## config.mk

```make
export PLATFORM = sky130hd
export DESIGN_NAME = det_event_counter
export DESIGN_NICKNAME = d
export VERILOG_FILES = /design/src/rtl/det_event_counter.sv
export SDC_FILE = /design/constraint.sdc
export NUM_CORES = 1
export LEC_CHECK = 0
export BUFFER_PORTS_ARGS = -buffer_cell sky130_fd_sc_hd__buf_2
export CAP_MARGIN = 20
export CORE_MARGIN = 3
export CORE_UTILIZATION = 50
export DETAILED_ROUTE_END_ITERATION = 8
export HOLD_SLACK_MARGIN = 0.06
export PLACE_DENSITY = 0.81
export SETUP_SLACK_MARGIN = 0.5
export SLEW_MARGIN = 20
export SYNTH_ARGS = -nofsm -noshare
export SYNTH_HDL_FRONTEND = slang
export SYNTH_SLANG_ARGS = --single-unit
```

## constraint.sdc

```tcl
create_clock -name clk -period 2.4 [get_ports clk]
set_input_delay 0.12 -clock clk [delete_from_list [all_inputs] [get_ports clk]]
set_output_delay 0.12 -clock clk [all_outputs]
set_load 0.05 [all_outputs]
```

## src/rtl/det_event_counter.sv

```systemverilog
// Windowed rising-edge counter for the Moore/Mealy detector flag pair.
// Counts both edges over WIN_LEN cycles, then freezes counts and flags disagreement.
module det_event_counter #(
    parameter int CNT_W   = 16,
    parameter int WIN_LEN = 10000
) (
    input  logic             clk,
    input  logic             res_n,
    input  logic             start,
    input  logic             moore_in,
    input  logic             mealy_in,
    output logic [CNT_W-1:0] cnt_moore,
    output logic [CNT_W-1:0] cnt_mealy,
    output logic             busy,
    output logic             done,
    output logic             mismatch,
    output logic             overflow
);

    typedef enum logic [1:0] {
        IDLE,
        RUN,
        DONE
    } state_t;

    localparam logic [23:0] WIN_INIT = 24'(WIN_LEN - 1);

    state_t           state_q, state_d;
    logic             moore_prev, mealy_prev;
    logic [23:0]      win_q, win_d;
    logic [CNT_W-1:0] moore_q, moore_d;
    logic [CNT_W-1:0] mealy_q, mealy_d;
    logic             mism_q, mism_d;
    logic             ovf_q, ovf_d;
    logic             busy_q, busy_d;
    logic             done_q, done_d;

    logic             rise_moore, rise_mealy;
    logic             sat_moore, sat_mealy;
    logic [CNT_W-1:0] moore_inc, mealy_inc;

    assign rise_moore = moore_in & ~moore_prev;
    assign rise_mealy = mealy_in & ~mealy_prev;
    assign sat_moore  = &moore_q;
    assign sat_mealy  = &mealy_q;

    // Saturating increments; a rise at all-ones holds the count.
    assign moore_inc = (rise_moore && !sat_moore) ? moore_q + CNT_W'(1) : moore_q;
    assign mealy_inc = (rise_mealy && !sat_mealy) ? mealy_q + CNT_W'(1) : mealy_q;

    always_ff @(posedge clk) begin
        if (!res_n) begin
            state_q    <= IDLE;
            moore_prev <= 1'b0;
            mealy_prev <= 1'b0;
            win_q      <= '0;
            moore_q    <= '0;
            mealy_q    <= '0;
            mism_q     <= 1'b0;
            ovf_q      <= 1'b0;
            busy_q     <= 1'b0;
            done_q     <= 1'b0;
        end else begin
            state_q    <= state_d;
            moore_prev <= moore_in;
            mealy_prev <= mealy_in;
            win_q      <= win_d;
            moore_q    <= moore_d;
            mealy_q    <= mealy_d;
            mism_q     <= mism_d;
            ovf_q      <= ovf_d;
            busy_q     <= busy_d;
            done_q     <= done_d;
        end
    end

    always_comb begin
        state_d = state_q;
        win_d   = win_q;
        moore_d = moore_q;
        mealy_d = mealy_q;
        mism_d  = mism_q;
        ovf_d   = ovf_q;
        busy_d  = busy_q;
        done_d  = done_q;
        unique case (state_q)
            IDLE, DONE: begin
                if (start) begin
                    state_d = RUN;
                    win_d   = WIN_INIT;
                    moore_d = '0;
                    mealy_d = '0;
                    mism_d  = 1'b0;
                    ovf_d   = 1'b0;
                    busy_d  = 1'b1;
                    done_d  = 1'b0;
                end
            end
            RUN: begin
                moore_d = moore_inc;
                mealy_d = mealy_inc;
                ovf_d   = ovf_q | (rise_moore & sat_moore) | (rise_mealy & sat_mealy);
                if (win_q != 24'd0) begin
                    win_d = win_q - 24'd1;
                end else begin
                    // Last sample: compare the post-increment counts.
                    state_d = DONE;
                    mism_d  = (moore_inc != mealy_inc);
                    busy_d  = 1'b0;
                    done_d  = 1'b1;
                end
            end
            default: state_d = IDLE;
        endcase
    end

    assign cnt_moore = moore_q;
    assign cnt_mealy = mealy_q;
    assign busy      = busy_q;
    assign done      = done_q;
    assign mismatch  = mism_q;
    assign overflow  = ovf_q;

endmodule

```

==> results.env <==
OUTCOME='complete, but fails checks'
VIOLATIONS='negative setup slack'
POST_DP_CELL_AREA_SQ_UM=4670
POWER.SHARE.SEQUENTIAL_PCT=43.3
WORST-PATH-MAX-FANOUT=8
INTERNAL_POWER_W=0.00171
SYNTH_TOP_CELL_BY_AREA='dfxtp_1'
TIGHTESTPINTRANSITION_NS=0.930
DESIGN.CORE.AREA_SQ_UM=7450
FLOORPLAN.DIE_AREA_SQ_UM=8980
POST_SYNTH_MAIN_AREA_CONTRIBUTORS='dfxtp_1, xnor2_1, nand2_1'
WORSTREG2REGSTART='cnt_mealy[9]'
MAXSLEWVIOLCOUNT=0
RSZ_0062_RAISED_AFTER_GLOBAL_ROUTING='true'
VDD_IR_DROP_MAX_mV=0.473
SYNTH_FF_TYPE='dfxtp_1'
POST_SYN_AREA_SQ_UM=3940
FINAL_MIN_PERIOD_OVER_CLOCK_PERIOD_PCT=103
SYNTH.TOP_CELL.AREA_SHARE_PCT=32.5
CTS-ROOT-BUF='clkbuf_8'
FINAL_LAYOUT_SIZE_SUFFIX_GT1_SHARE_PCT=44.6
MAX_FREQ_MHz=404
PLACED_CELL_COUNT=633
SWITCHING_SHARE_PCT=33.6
FLOORPLAN.IO_PINS=41
TRITONCTS_CLOCK_TREE='yes'
FINAL_ANTENNA_NET_COUNT=0
DIODES=0
RELSLEWSLACK_PCT=37.8
GRT_OVERALL_USAGE_PCT=26.7
SYNTHTOPCELLSBYCOUNT='dfxtp_1, nand2_1, nor2_1'
SYNTHTOLAYOUTAREAGROWTH_PCT=43.0
CORE.ROWCOUNT=31
SETUP_WS_NS=-0.0752
YS_TYPES=57
STARTING_DENSITY_PCT=52.9
FINAL_ROUTED_DRC_VIOLATION_TOTAL=0
CLK-INSERTION-DELAY-LATE_NS=0.35
SKEW_NS=0.00916
WORST_SETUP_PATH_STARTPOINT='cnt_mealy[9]'
YS_FF_LATCH=64
INITIALDRTVIOLATIONCOUNT=356
GLOBALROUTEOVERFLOWTOTAL=0
IO_BUFFERS=40
CLKSINKCOUNT=64
P_COMB_SHARE_PCT=23.1
WORST_EP_REQUIRED_TIME_NS=2.62
CTS_BUF_COUNT=9
POWER.DENSITY_nW_PER_UM2=456
PLACE_WS_NS=-0.117
POST_SYNTH_INST_COUNT=484
ROUTE.VIAS.TOTAL=4383
MEAN_INSTANCE_SIZE_IN_THE_SYNTHESIZED_NETLIST_SQ_UM=8.14
STATIC-LEAKAGE-POWER_nW=2.25
YS_WARN_COUNT=0
SETUP-VIOLATIONS-FINAL=1
CAP_VIOLATIONS=0
ROUTE.DETAILED.WL_PER_INST_MICRONS=19.4
GRT_PASS1_WL_MM=18.9
DRT_WL_TOTAL_MM=13.3
CLK_PATH_BUF_DEPTH=2
SYNTH_NETS=493
FP.DIEH_MICRONS=94.8
SYNTH_SEQUENTIAL_AREA_RATIO_PCT=32.5
NUM-NETS-FINAL=594
STDCELL_COUNT=689
POSTSYNTH.ASYNCRESETSHARE_PCT=0
WORSTHOLDPATHTYPE='in2reg'
SYNTHMOSTINSTANTIATEDCELL='dfxtp_1'
WORSTSETUPSTARTPOINTTYPE='flop'
PERIOD_NEEDED_NS=2.48
DETAILED_PLACE_HPWL_MM=7.66
SYNTH_EDF_COUNT=0
FIRST_GLOBAL_VIAS=3827
CTS-HTREE-LEVELS=3
CLOCK_POWER_SHARE_PCT=33.6
CP_CLASS='reg2reg'
FLOORPLAN.DIE.WIDTH_MICRONS=94.8
FINALHOLDVIOLATIONS=0
FIRST_PASS_ITERS=5
FINISH.INSTANCE_AREA_SQ_UM=5640
SETUP.WORST_PATH.END_CLASS='flop'
CLK_PIN_SLEW_NS=0.08
WORST-ENDPOINT-ARRIVAL_NS=2.70
PIN_COUNT_OF_THE_BIGGEST_NET_ENTERING_GLOBAL_ROUTING=48
WORSTHOLDSTART='start'
DETAIL_ROUTE.VIAS_PER_CELL=6.36
GRT_ANTENNA_BEFORE_REPAIR=0
FINALWEIGHTEDCONGESTION=0.862
P_SWITCHING_W=0.000862
metrics by stage:
step | utilization (%) | hold slack (ns) | power [W] | TNS [ns]
floorplan | - | 0.242 | 0.00146 | -0.0140
global placement | 62.7 | 0.360 | 0.00155 | -0.0521
detailed placement | 62.7 | 0.370 | 0.00157 | -0.117
CTS | 68.4 | 0.121 | 0.00247 | 0
global route | 75.7 | 0.150 | 0.00268 | -0.514
finish | 75.7 | 0.147 | 0.00257 | -0.0752
logic make-up after synthesis:
kind of cell	after synthesis	share of synthesized area, %
simple gates	233	32.5
compound gates	96	15.8
flops	64	32.5
xor+xnor	46	11.7
buf+inv	33	4.13
mux	8	2.10
fa+ha+maj	4	1.27
routing by layer:
layer / global-route usage [%] / share of wire [%] / routed length, microns
met3: 6.06 / 7.8 / 1050
met4: 12.6 / 5.6 / 753
met2: 47.3 / 50 / 6670
met5: 0 / 0 / 0
met1: 30.3 / 36 / 4870
power by group through the flow:
stage | clock [W] | combinational (W) | sequential (W)
floorplan | 0 | 0.000310 | 0.00115
global placement | 0 | 0.000418 | 0.00113
detailed placement | 0 | 0.000432 | 0.00114
CTS | 0.000871 | 0.000489 | 0.00111
global route | 0.000929 | 0.000635 | 0.00112
finish | 0.000864 | 0.000593 | 0.00111
layout make-up:
class | instances | area, sq um
clock buffer | 9 | 124
clock inverter | 7 | 52.6
fill | 501 | 1810
inverter | 4 | 15.0
multi-input combinational | 388 | 3080
sequential | 64 | 1390
tap | 99 | 124
timing repair buffer | 118 | 852
cells in the final DEF (no fill, tap or decap), types with 4 or more instances in the layout:
cell,synthesis,final
xnor2_1,30,26
buf_6,0,15
clkbuf_8,2,9
o21ai_1,0,5
o21ai_2,0,6
nand3_1,26,17
nand4_1,13,13
buf_2,2,40
nor3_2,0,6
nand2b_1,6,6
a21oi_1,25,18
dfxtp_4,0,26
dfxtp_2,0,9
or3_1,7,6
a21oi_2,0,6
xnor2_2,0,4
and3_1,7,4
nor2_1,38,35
a22oi_1,5,4
nor2b_1,24,22
nand2_2,0,8
xor2_1,12,11
buf_4,4,60
o21ai_0,30,18
inv_1,4,4
dfxtp_1,64,29
and2_1,12,11
nand3_2,0,4
nor4_4,0,8
nand2_1,40,32
nor3_1,18,11
a21boi_1,0,8
nand3_4,1,7
nor4_1,19,9
flip-flops by register name (all words and copies together) (netlist names):
name / count
done: 1
overflow: 1
cnt_mealy: 16
win_q: 24
moore_prev: 1
mealy_prev: 1
state_q: 2
cnt_moore: 16
busy: 1
mismatch: 1
worst max-delay path, cell delays in order, from the launching register on:
cell,delay [ns]
dfxtp_4,0.43
nand4_4,0.18
nor4_1,0.37
mux2i_1,0.40
xor2_1,0.16
a2111oi_2,0.30
nand4_1,0.14
nor4_2,0.22
a21oi_1,0.14
worst paths after layout:
| check | cells past startpoint | end | slack [ns] |
|---|---|---|---|
| hold / removal | 4 | state_q[1] | 0.15 |
| hold reg to reg | 2 | win_q[12] | 0.51 |
| setup / recovery | 8 | mismatch | -0.08 |
| setup reg to reg | 8 | mismatch | -0.08 |
timing repair:
action | 4_1_cts | 5_1_grt
resized for setup | 33 | 92
pin swaps | 24 | 35
setup buffers | 13 | 24
endpoints found under the hold margin | 2 | 0
endpoints found under the setup margin | 41 | 49
hold buffers | 2 | 0
gates cloned | 1 | 0
No activity file was read; power rests on OpenSTA's default activity.
